`src/rtl/exec_unit.sv`:
```
// -----------------------------------------------------------------------------
// exec_unit
//
// Handshaked execute stage that performs one operation per transaction on two
// WIDTH-bit operands. It covers PASS_B, ADD, SUB, AND, OR, XOR, logical shifts
// and an optional iterative shift-and-add multiplier. It also holds a
// registered NZVC flag file. The result register holds its value until
// downstream accepts it. While a multiply is iterating, upstream is stalled.
//
// Optional feature macro: EXEC_MUL_EN
//   defined   : iterative multiplier, MUL state and busy logic are built in.
//   undefined : op 1010 is treated as an illegal op and busy is tied 0.
//
// Parameters
//   WIDTH      operand/result width (power of two, 8..64)
//   SHW        shift-amount width, derived as $clog2(WIDTH)
//
// Ports
//   clk        rising-edge clock
//   reset      asynchronous active-low reset
//   in_valid   upstream offers an operation
//   in_ready   unit accepts an operation this cycle
//   op         operation code
//   a, b       operands
//   shamt      shift distance for LSL/LSR
//   set_flags  update NZVC (ADD/SUB only)
//   out_valid  result register holds an unconsumed result
//   out_ready  downstream accepts the result
//   result     registered result
//   illegal    registered with result; the op code was illegal
//   flags      registered {N,Z,V,C}
//   busy       multiply in progress
// -----------------------------------------------------------------------------
module exec_unit #(
    parameter  int WIDTH = 64,
    localparam int SHW   = $clog2(WIDTH)
) (
    input  logic             clk,
    input  logic             reset,
    input  logic             in_valid,
    output logic             in_ready,
    input  logic [3:0]       op,
    input  logic [WIDTH-1:0] a,
    input  logic [WIDTH-1:0] b,
    input  logic [SHW-1:0]   shamt,
    input  logic             set_flags,
    output logic             out_valid,
    input  logic             out_ready,
    output logic [WIDTH-1:0] result,
    output logic             illegal,
    output logic [3:0]       flags,
    output logic             busy
);

    localparam logic [3:0] OP_PASS_B = 4'b0000;
    localparam logic [3:0] OP_ADD    = 4'b0010;
    localparam logic [3:0] OP_SUB    = 4'b0011;
    localparam logic [3:0] OP_AND    = 4'b0100;
    localparam logic [3:0] OP_OR     = 4'b0101;
    localparam logic [3:0] OP_XOR    = 4'b0110;
    localparam logic [3:0] OP_LSL    = 4'b1000;
    localparam logic [3:0] OP_LSR    = 4'b1001;
`ifdef EXEC_MUL_EN
    localparam logic [3:0] OP_MUL    = 4'b1010;
`endif

    logic [WIDTH-1:0] result_q;
    logic             illegal_q;
    logic [3:0]       flags_q;
    logic             out_valid_q;

    // Result register may be written this edge: empty, or draining now.
    logic can_write;
    logic accept;

    // Adder shared by ADD and SUB (SUB = a + ~b + 1).
    logic             sub_sel;
    logic [WIDTH-1:0] b_opnd;
    logic [WIDTH:0]   sum_ext;
    logic [WIDTH-1:0] sum;
    logic             sum_ovf;
    logic [3:0]       add_flags;

    // Single-cycle decode.
    logic [WIDTH-1:0] alu_res;
    logic             alu_illegal;
    logic             flag_upd;
    logic             start_mul;

    assign can_write = !out_valid_q || out_ready;
    assign accept    = in_valid && in_ready;

    assign sub_sel   = (op == OP_SUB);
    assign b_opnd    = sub_sel ? ~b : b;
    assign sum_ext   = {1'b0, a} + {1'b0, b_opnd} + {{WIDTH{1'b0}}, sub_sel};
    assign sum       = sum_ext[WIDTH-1:0];
    // Overflow: operands of equal sign produce a result of the other sign.
    assign sum_ovf   = (a[WIDTH-1] == b_opnd[WIDTH-1]) && (sum[WIDTH-1] != a[WIDTH-1]);
    assign add_flags = {sum[WIDTH-1], (sum == '0), sum_ovf, sum_ext[WIDTH]};

    always_comb begin
        alu_res     = '0;
        alu_illegal = 1'b0;
        flag_upd    = 1'b0;
        start_mul   = 1'b0;
        unique case (op)
            OP_PASS_B: alu_res = b;
            OP_ADD, OP_SUB: begin
                alu_res  = sum;
                flag_upd = set_flags;
            end
            OP_AND:    alu_res = a & b;
            OP_OR:     alu_res = a | b;
            OP_XOR:    alu_res = a ^ b;
            OP_LSL:    alu_res = a << shamt;
            OP_LSR:    alu_res = a >> shamt;
`ifdef EXEC_MUL_EN
            OP_MUL:    start_mul = 1'b1;
`endif
            default:   alu_illegal = 1'b1;
        endcase
    end

`ifdef EXEC_MUL_EN
    typedef enum logic {IDLE, MUL} state_t;

    localparam logic [SHW:0] CNT_INIT = (SHW+1)'(WIDTH);
    localparam logic [SHW:0] CNT_ONE  = (SHW+1)'(1);

    state_t           state_q;
    state_t           state_d;
    logic [WIDTH-1:0] mcand_q;
    logic [WIDTH-1:0] mplier_q;
    logic [WIDTH-1:0] acc_q;
    logic [SHW:0]     cnt_q;
    logic [WIDTH-1:0] next_acc;
    logic             mul_write;
    logic [WIDTH-1:0] mul_value;

    assign next_acc = acc_q + (mplier_q[0] ? mcand_q : '0);

    always_ff @(posedge clk or negedge reset) begin
        if (!reset) begin
            state_q <= IDLE;
        end else begin
            state_q <= state_d;
        end
    end

    // The last iteration (counter 1 -> 0) writes the result directly when
    // the result register is free. Otherwise the counter parks at 0 and the
    // finished accumulator waits for the register to drain.
    always_comb begin
        state_d   = state_q;
        mul_write = 1'b0;
        mul_value = acc_q;
        unique case (state_q)
            IDLE: begin
                if (accept && start_mul) state_d = MUL;
            end
            MUL: begin
                if (cnt_q != '0) mul_value = next_acc;
                if ((cnt_q == CNT_ONE || cnt_q == '0) && can_write) begin
                    mul_write = 1'b1;
                    state_d   = IDLE;
                end
            end
            default: state_d = IDLE;
        endcase
    end

    assign busy     = (state_q == MUL);
    assign in_ready = (state_q != MUL) && can_write;

    always_ff @(posedge clk or negedge reset) begin
        if (!reset) begin
            mcand_q  <= '0;
            mplier_q <= '0;
            acc_q    <= '0;
            cnt_q    <= '0;
        end else if (accept && start_mul) begin
            mcand_q  <= a;
            mplier_q <= b;
            acc_q    <= '0;
            cnt_q    <= CNT_INIT;
        end else if (state_q == MUL && cnt_q != '0) begin
            acc_q    <= next_acc;
            mcand_q  <= mcand_q << 1;
            mplier_q <= mplier_q >> 1;
            cnt_q    <= cnt_q - CNT_ONE;
        end
    end
`else
    assign busy     = 1'b0;
    assign in_ready = can_write;
`endif

    // Result / flag register stage.
    always_ff @(posedge clk or negedge reset) begin
        if (!reset) begin
            result_q    <= '0;
            illegal_q   <= 1'b0;
            flags_q     <= 4'b0000;
            out_valid_q <= 1'b0;
        end else begin
            if (out_valid_q && out_ready) out_valid_q <= 1'b0;
            if (accept && !start_mul) begin
                result_q    <= alu_res;
                illegal_q   <= alu_illegal;
                out_valid_q <= 1'b1;
                if (flag_upd) flags_q <= add_flags;
            end
`ifdef EXEC_MUL_EN
            if (mul_write) begin
                result_q    <= mul_value;
                illegal_q   <= 1'b0;
                out_valid_q <= 1'b1;
            end
`endif
        end
    end

    assign result    = result_q;
    assign illegal   = illegal_q;
    assign flags     = flags_q;
    assign out_valid = out_valid_q;

endmodule

```
`config.mk`:
```
export PLATFORM = sky130hd
export DESIGN_NAME = exec_unit
export DESIGN_NICKNAME = d
export VERILOG_FILES = /design/src/rtl/exec_unit.sv
export SDC_FILE = /design/constraint.sdc
export NUM_CORES = 1
export LEC_CHECK = 0
export BUFFER_PORTS_ARGS = -buffer_cell sky130_fd_sc_hd__buf_2
export CAP_MARGIN = 20
export CELL_PAD_IN_SITES_DETAIL_PLACEMENT = 1
export CELL_PAD_IN_SITES_GLOBAL_PLACEMENT = 1
export CORE_UTILIZATION = 33
export CTS_CLUSTER_SIZE = 40
export DETAILED_ROUTE_END_ITERATION = 16
export PLACE_DENSITY_LB_ADDON = 0.1
export SLEW_MARGIN = 30
export SYNTH_ARGS = -nofsm -noshare
export SYNTH_HDL_FRONTEND = slang
export SYNTH_SLANG_ARGS = --single-unit
```
`constraint.sdc`:
```
create_clock -name clk -period 2.3 [get_ports clk]
set_clock_uncertainty 0.05 [all_clocks]
set_input_delay 0.69 -clock clk [delete_from_list [all_inputs] [get_ports clk]]
set_output_delay 0.69 -clock clk [all_outputs]
set_load 0.01 [all_outputs]
```
==> flow_summary.yaml, run 1 <==
placed_design:
  gpl.final_weighted_congestion: 1.12
  io_buffer_count: 213
  placed_cell_area_um2: 27800
  placedCellCount: 4290
  hpwl_um: 112000
clock_network:
  tritoncts.num_buffers: 9
  tritoncts: "built"
  clkSinkCount: 70
  worstSkewPairLatency_ns: 0.37
  cts_root_buffer: "clkbuf_16"
  cts_hold_buffers: 0
  cts_max_level: 3
  cts.reportedPaths.clkPinSlew_ns: 0.10
  clock_path_buffers: 2
critical_path:
  timing.critical_path.mode_cell: "buf_4"
  critical_path.reg2reg.endpoint: "flags[2]$_DFFE_PN0P_"
  delay_of_the_slowest_cell_on_the_worst_path_ns: 0.50
  critical_path.top_delay_family: "simple AND/OR/NAND/NOR gates"
  crit_path_top_delay_cell: "or4_4"
  r2r-start: "out_valid$_DFFE_PN0P_"
  worst_setup_path_class: "in -> reg"
  required_time_at_the_worst_slack_endpoint_ns: 2.55
  arrival_ns: 5.18
  r2r_setup_slack_ns: -1.05
  critical_path.endpoint_type: "flop"
  rr_worst_depth: 13
  setup.worst_path.start_class: "input pin"
  path_buf_inv: 7
  crit_path_max_fanout: 15
  timing.critical_path.cells: "buf_8 -> nor3b_4 -> buf_12 -> nand2_8 -> buf_8 -> xnor2_1 -> ha_1 -> a21oi_1 -> buf_4 -> o21ai_1 -> nand2_1 -> and3_4 -> a21oi_4 -> buf_6 -> buf_4 -> a21oi_2 -> buf_4 -> xnor2_2 -> or4_4 -> nor4_4 -> nand4_1 -> o41ai_2"
logic_synthesis:
  postSynthCellCount: 2490
  ys_seq_elements: 70
  synth.cell_area_um2: 18400
  synth-edff-count: 0
  syn_avg_cell_area_um2: 7.38
  ys.warnings.count: 0
  netlist_top_cells_area: "ha_1 13%, mux2i_1 13%, dfrtp_1 9.5%, o21ai_0 6.8%, a21oi_1 5.2%"
  synth_top_flop_cell: "dfrtp_1"
  synth-seq-area-share_pct: 9.54
  synth_commonest_cells: "251 x o21ai_0, 238 x nand2_1, 233 x mux2i_1, 217 x nor2_1, 196 x ha_1"
  mappedNetlistNets: 2830
  synth_largest_area_cell: "ha_1"
  synth.top_cell.area_share_pct: 13.4
  most_repeated_cell_in_the_gate_level_netlist_after_synthesis: "o21ai_0"
  synth-async-reset-ratio_pct: 100
  synth.lib_cells_used.distinct: 91
routing:
  drc_errors: 0
  route.final.wire_length_um: 138000
  viasPerCell: 6.24
  drtIter0Drc: 3096
  routed_antenna_nets: 0
  drt_first_pass_iters: 6
  routedWlPerCell_um: 31.8
  dr_total_vias: 27109
cells_and_area:
  final_layout_size_suffix_gt1_share_pct: 46.0
  finish.utilization_pct: 55.6
  filler_cell_count: 6745
  layout.nets: 3929
  area_growth_syn_to_layout_pct: 66.8
  multiInputGateArea_um2: 17400
  stdcell_area_um2: 30600
  regArea_um2: 1750
  stdcell_count: 4345
global_routing:
  grt_start_max_net_pins: 65
  grt_util_all_layers_pct: 45.5
  globalRouteOverflowTotal: 0
  antenna_found_initial: 5
  number_of_global_route_vias_before_repair: 26951
  grt_pass1_wl_um: 187000
floorplanning:
  die_w_um: 238
  coreArea_um2: 55100
  design.die.area_um2: 56600
  initial_core_util_pct: 33.3
  floorplan.rows: 86
  boundary_pins: 215
  dieHeight_um: 238
sta:
  finalWorstSetupSlack_ns: -2.64
  maxSlewViolCount: 0
  clock_period_minus_worst_slack_ns: 4.94
  worst_pin_slew_ns: 0.908
  setup_repair_after_global_routing_missed_its_margin: "yes"
  worst_hold_slack_ns: 0.195
  timing.max_slew.rel_slack_pct: 39.5
  timing.fmax_mhz: 203
  report.final.setup_viol: 68
  timing.final.hold_violations: 0
  final_min_period_over_clock_period_pct: 215
  setup_tns_ns: -121.63
power:
  irDropWorstVdd_uv: 343
  powerDensity_nw_per_um2: 448
  leakage_power_nw: 14.9
hold_path:
  timing.hold.worst.class: "in -> async"
status:
  failed_checks: "setup timing"
  run_status: "finished with violations"
flow_run:
  cap_violations: 0
## layout make-up
class / instances / share of cell area, %
flip-flops and latches: 70 / 5.72
multi-input cells: 2095 / 56.8
diodes: 3 / 0.0245
clock inverters: 7 / 0.408
repair buffers: 1271 / 31.5
inverters: 142 / 1.75
well taps: 748 / 3.05
clock buffers: 9 / 0.735
## per-layer routing
layer	GRT usage (%)	wire, um
met1	60.5	56000
met2	70.6	59100
met3	8.53	13700
met4	21.8	9130
met5	0	23
## cell usage in the layout, fill, tap and decap left out, types with 26 or more instances in the layout
cell type / count
nand2_1: 228
a221o_1: 35
nor2_1: 204
nand4_1: 29
mux2i_1: 224
a221oi_1: 48
dfrtp_1: 70
a21o_1: 26
a21oi_1: 148
buf_6: 61
buf_2: 206
inv_1: 138
buf_4: 970
mux2_2: 57
o21ai_0: 191
ha_1: 191
o21ai_1: 54
nand2b_1: 48
xnor2_1: 68
a21oi_2: 26
buf_12: 27
## per-stage QoR
step | worst slack, ns | power [mW]
6_report | -2.64 | 13.7
5_1_grt | -2.80 | 14.0
4_1_cts | -2.47 | 12.7
3_5_place_dp | -3.07 | 10.2
3_3_place_gp | -3.05 | 9.99
2_1_floorplan | -2.50 | 4.92
## worst max path at each step
stage          start                      to  slack [ns]  cells after the start
6_report       op[3]    flags[2]$_DFFE_PN0P_       -2.64                     22
5_1_grt        op[3]    flags[2]$_DFFE_PN0P_       -2.80                     22
4_1_cts        op[2]    flags[2]$_DFFE_PN0P_       -2.47                     19
3_5_place_dp   op[3]  result[48]$_DFFE_PN0P_       -3.07                     20
3_3_place_gp   op[3]  result[51]$_DFFE_PN0P_       -3.05                     20
2_1_floorplan  op[1]    flags[2]$_DFFE_PN0P_       -2.50                     18
## cell families after synthesis
group	synth area share [%]
muxes	19.5
adders and majority gates	13.5
AOI/OAI and AO/OA	29.1
and+or+nand+nor	15.7
other	0.0204
xor gates and xnor gates	5.77
DFF	9.54
buffers and inverters	6.89
## registers in the layout, summed over array words and instances (netlist names)
name       count
result        64
flags          4
illegal        1
out_valid      1
## power by group
| group | internal [mW] | switching (mW) | total (mW) |
|---|---|---|---|
| sequential | 1.36 | 0.0748 | 1.43 |
| clock | 1.08 | 0.671 | 1.75 |
| combinational | 4.53 | 6.02 | 10.5 |
## worst reg2reg max path, delay by kind of cell (launching register included)
kind | cells | cell delay (ns)
simple gates | 10 | 2.06
flops | 1 | 0.39
buf+inv | 2 | 0.39
compound gates | 1 | 0.37
## repair_timing
item	CTS	global route
pin swaps	98	82
endpoints found under the setup margin	68	68
buffers inserted	32	28
resized for setup	334	115
(Power assumes the default switching activity.)
==> run 2, diff against run 1 <==
Settings changed: ABC_AREA set to 1.
==> run 2 against run 1 <==
Net effect: the run now fails in global routing; synthesized cell count up 55%; area after synthesis rose by 12%.
==> flow_summary.yaml, run 2 <==
logic_synthesis:
  most_repeated_cell_in_the_gate_level_netlist_after_synthesis: "nand2_1"
  synth-seq-area-share_pct: 8.54
  postSynthCellCount: 3857
  synth.lib_cells_used.distinct: 59
  synth-async-reset-ratio_pct: 100
  synth.cell_area_um2: 20500
  ys_seq_elements: 70
  synth-edff-count: 0
  syn_avg_cell_area_um2: 5.32
  synth_commonest_cells: "1489 x nand2_1, 490 x inv_1, 233 x nor2_1, 223 x o21ai_0, 196 x ha_1"
  ys.warnings.count: 0
  synth.top_cell.area_share_pct: 27.3
  mappedNetlistNets: 4197
  netlist_top_cells_area: "nand2_1 27%, ha_1 12%, inv_1 9.0%, dfrtp_1 8.5%, o21ai_0 5.4%"
  synth_top_flop_cell: "dfrtp_1"
  synth_largest_area_cell: "nand2_1"
sta:
  worst_endpoint: "flags[2]$_DFFE_PN0P_/D"
  worst_endpoint_type: "register data pin"
global_routing:
  globalRouteOverflowTotal: 374
  grt_util_all_layers_pct: 83.3
  grt_start_max_net_pins: 46
  antenna_found_initial: 29
clock_network:
  tritoncts.num_buffers: 9
  clkSinkCount: 70
  cts_hold_buffers: 0
  clock_path_buffers: 2
  cts_root_buffer: "clkbuf_16"
  cts_max_level: 3
floorplanning:
  initial_core_util_pct: 33.3
  die_w_um: 251
  floorplan.rows: 91
  boundary_pins: 215
  dieHeight_um: 251
status:
  run_status: "stopped before the end"
  error_line: "[ERROR GRT-0232] Routing congestion too high. Check the congestion heatmap in the GUI."
  stage_at_which_the_run_stopped: "global routing"
placed_design:
  hpwl_um: 134000
  gpl.final_weighted_congestion: 1.08
  placedCellCount: 5798
  io_buffer_count: 213
run 2: stage by stage:
stage	instance area [um^2]	setup slack (ns)
2_1_floorplan	20600	-0.682
3_3_place_gp	30700	-2.14
4_1_cts	34000	-1.20
3_5_place_dp	30700	-2.14
run 2: kinds of logic after synthesis:
group / synth area share (%)
DFF: 8.54
buffers and inverters: 13.6
AOI/OAI and AO/OA: 22.2
muxes: 1.61
and+or+nand+nor: 38.8
adders and majority gates: 12.1
xor gates and xnor gates: 3.20
other: 0.0183
run 2: routing by layer:
layer  GRT usage [%]  GRT overflow
met5            47.9             2
met4            82.6           116
met3            73.2            14
met2            96.1           227
met1            82.6            15
run 2: repair_timing:
item                                   4_1_cts
pin swaps                                  102
setup endpoints to repair                   69
endpoints found under the hold margin        0
gates resized for setup                    627
cloned                                       4
buffers inserted                            69
==> run 3, diff against run 2 <==
Settings changed: CELL_PAD_IN_SITES_DETAIL_PLACEMENT 1 to not set, CELL_PAD_IN_SITES_GLOBAL_PLACEMENT 1 to not set, CORE_UTILIZATION 33 to 20, CTS_CLUSTER_SIZE 40 to not set, PLACE_DENSITY_LB_ADDON 0.1 to 0.15.
Clock period 2.3 ns to 3 ns, I/O delays scaled along.
==> run 3 against run 2 <==
Net effect: the flow now finishes, with violations (setup timing); area after synthesis did not move; synthesized cell count did not move.
==> flow_summary.yaml, run 3 <==
floorplanning:
  initial_core_util_pct: 20.2
  dieHeight_um: 322
  die_w_um: 322
  design.die.area_um2: 104000
  floorplan.rows: 117
  coreArea_um2: 102000
  boundary_pins: 215
clock_network:
  cts.reportedPaths.clkPinSlew_ns: 0.06
  clock_path_buffers: 2
  cts_root_buffer: "clkbuf_16"
  cts_hold_buffers: 0
  cts_max_level: 3
  clkSinkCount: 70
  tritoncts.num_buffers: 9
  worstSkewPairLatency_ns: 0.38
  tritoncts: "built"
hold_path:
  timing.hold.worst.class: "in -> async"
critical_path:
  required_time_at_the_worst_slack_endpoint_ns: 3.22
  setup.worst_path.start_class: "input pin"
  worst_setup_path_class: "in -> reg"
  crit_path_max_fanout: 11
  arrival_ns: 4.00
  critical_path.endpoint_type: "flop"
status:
  failed_checks: "setup timing"
  run_status: "finished with violations"
logic_synthesis:
  postSynthCellCount: 3857
  syn_avg_cell_area_um2: 5.32
  synth-async-reset-ratio_pct: 100
  netlist_top_cells_area: "nand2_1 27%, ha_1 12%, inv_1 9.0%, dfrtp_1 8.5%, o21ai_0 5.4%"
  synth_largest_area_cell: "nand2_1"
  synth.cell_area_um2: 20500
  synth-edff-count: 0
  ys.warnings.count: 0
  synth.top_cell.area_share_pct: 27.3
  synth_top_flop_cell: "dfrtp_1"
  ys_seq_elements: 70
  synth.lib_cells_used.distinct: 59
  most_repeated_cell_in_the_gate_level_netlist_after_synthesis: "nand2_1"
  mappedNetlistNets: 4197
  synth-seq-area-share_pct: 8.54
  synth_commonest_cells: "1489 x nand2_1, 490 x inv_1, 233 x nor2_1, 223 x o21ai_0, 196 x ha_1"
sta:
  final_min_period_over_clock_period_pct: 126
  timing.final.hold_violations: 0
  setup_tns_ns: -35.63
  worst_pin_slew_ns: 0.780
  timing.fmax_mhz: 264
  report.final.setup_viol: 68
  maxSlewViolCount: 0
  clock_period_minus_worst_slack_ns: 3.78
  setup_repair_after_global_routing_missed_its_margin: "yes"
  timing.max_slew.rel_slack_pct: 47.4
  finalWorstSetupSlack_ns: -0.781
cells_and_area:
  layout.nets: 5389
  area_growth_syn_to_layout_pct: 68.6
  stdcell_count: 6425
  final_layout_size_suffix_gt1_share_pct: 37.7
  layout.cells.most_common_list: "1328 x nand2_1, 1075 x buf_4, 465 x inv_1, 205 x buf_2, 201 x o21ai_0"
  mostFrequentLayoutCell: "nand2_1"
  number_of_flip_flops_under_the_largest_register_name: 64
  stdcell_area_um2: 34600
placed_design:
  gpl.final_weighted_congestion: 1.06
  hpwl_um: 141000
  placedCellCount: 6375
  io_buffer_count: 213
  placed_cell_area_um2: 31600
routing:
  viasPerCell: 4.82
  drtIter0Drc: 3279
  wirelength_met1_um: 73300
  routedWlPerCell_um: 24.9
  wl_met3_um: 9130
  dr_total_vias: 30946
  routed.top_layer: "met4"
  routed_antenna_nets: 0
  drc_errors: 0
  drt_first_pass_iters: 9
  met2WireLength_um: 71000
  route.final.wire_length_um: 160000
flow_run:
  cap_violations: 0
global_routing:
  globalRouteOverflowTotal: 0
  antenna_found_initial: 8
  grt_pass1_wl_um: 221000
  grt_util_all_layers_pct: 30.2
  number_of_global_route_vias_before_repair: 29524
  grt_start_max_net_pins: 70
power:
  powerDensity_nw_per_um2: 293
  finalPower_mw: 10.1
  irDropWorstVdd_uv: 304
  leakage_power_nw: 18.3
==> run 3: cell counts after synthesis <==
No cell type changed its count.
==> run 3: per-layer routing <==
layer | track usage (%) | vias up
met3 | 2.10 | 195
li1 | - | 14817
met2 | 49.1 | 1121
met1 | 41.9 | 14813
met4 | 10.2 | 0
met5 | 0 | -
==> run 3: path summary, 6_finish.rpt <==
kind                                           to  cells past startpoint                    from  slack (ns)
max                        result[40]$_DFFE_PN0P_                     24                   op[1]       -0.78
min                        result[12]$_DFFE_PN0P_                      1                   reset        0.38
max reg2reg                  flags[2]$_DFFE_PN0P_                     14   out_valid$_DFFE_PN0P_        0.69
min reg2reg                result[14]$_DFFE_PN0P_                      2  result[14]$_DFFE_PN0P_        0.42
max in group asynchronous  result[31]$_DFFE_PN0P_                      2                   reset        1.87
min in group clk           result[14]$_DFFE_PN0P_                      2  result[14]$_DFFE_PN0P_        0.42
==> run 3: kinds of logic (layout without fill, tap and decap cells) <==
kind of cell / after synthesis / after routing / synth area share (%)
multiplexers: 33 / 33 / 1.61
other: 1 / 4 / 0.0183
AO/OA/AOI/OAI: 793 / 793 / 22.2
buffers and inverters: 700 / 1897 / 13.6
flip-flops: 70 / 70 / 8.54
adder cells (fa/ha/maj): 197 / 197 / 12.1
AND/OR/NAND/NOR: 1988 / 1988 / 38.8
XOR/XNOR: 75 / 75 / 3.20
==> run 3: area by class of cell <==
type / instances / area (um^2)
Fill cell: 11704 / 67200
Multi-Input combinational cell: 3087 / 18200
Timing Repair Buffer: 1373 / 10600
Inverter: 508 / 1920
Sequential cell: 70 / 1750
Tap cell: 1368 / 1710
Clock buffer: 10 / 229
Clock inverter: 6 / 110
Antenna cell: 3 / 7.51
==> run 3: stage by stage <==
step | hold slack [ns] | setup slack [ns] | util (%)
after global placement | 0.415 | -1.50 | 31.1
final | 0.377 | -0.781 | 34.0
after global routing | 0.386 | -0.886 | 34.0
after CTS | 0.363 | -0.742 | 32.8
after detailed placement | 0.414 | -1.50 | 31.1
after floorplan | 0.465 | -0.192 | -
==> run 3: where the power goes <==
part | switching, mW | internal (mW) | leakage, nW
clock | 0.493 | 0.811 | 0.159
combinational | 4.52 | 3.16 | 17.2
sequential | 0.0951 | 1.07 | 0.928
==> run 3: repair_timing <==
item                                    CTS  global route
pin swaps                                59            89
gates cloned                              1             1
resized for setup                       317           290
endpoints found under the setup margin   68            69
setup buffers                            22            12
==> run 3: worst max-delay path: stages <==
cell and delay, ns:
buf_2 0.09, nand2_1 0.09, inv_2 0.13, nand2_8 0.12, buf_12 0.20, xor2_1 0.15
ha_1 0.36, nand2_2 0.12, buf_4 0.16, nor2_4 0.15, nand2_2 0.09, nor2_1 0.13
nand2_2 0.12, nand3_4 0.12, buf_12 0.12, nand2_1 0.06, nand2_1 0.06, nand2_1 0.06
nand2_2 0.07, buf_12 0.12, o2111ai_1 0.11, o21ai_1 0.22, buf_4 0.18, nand2_1 0.05
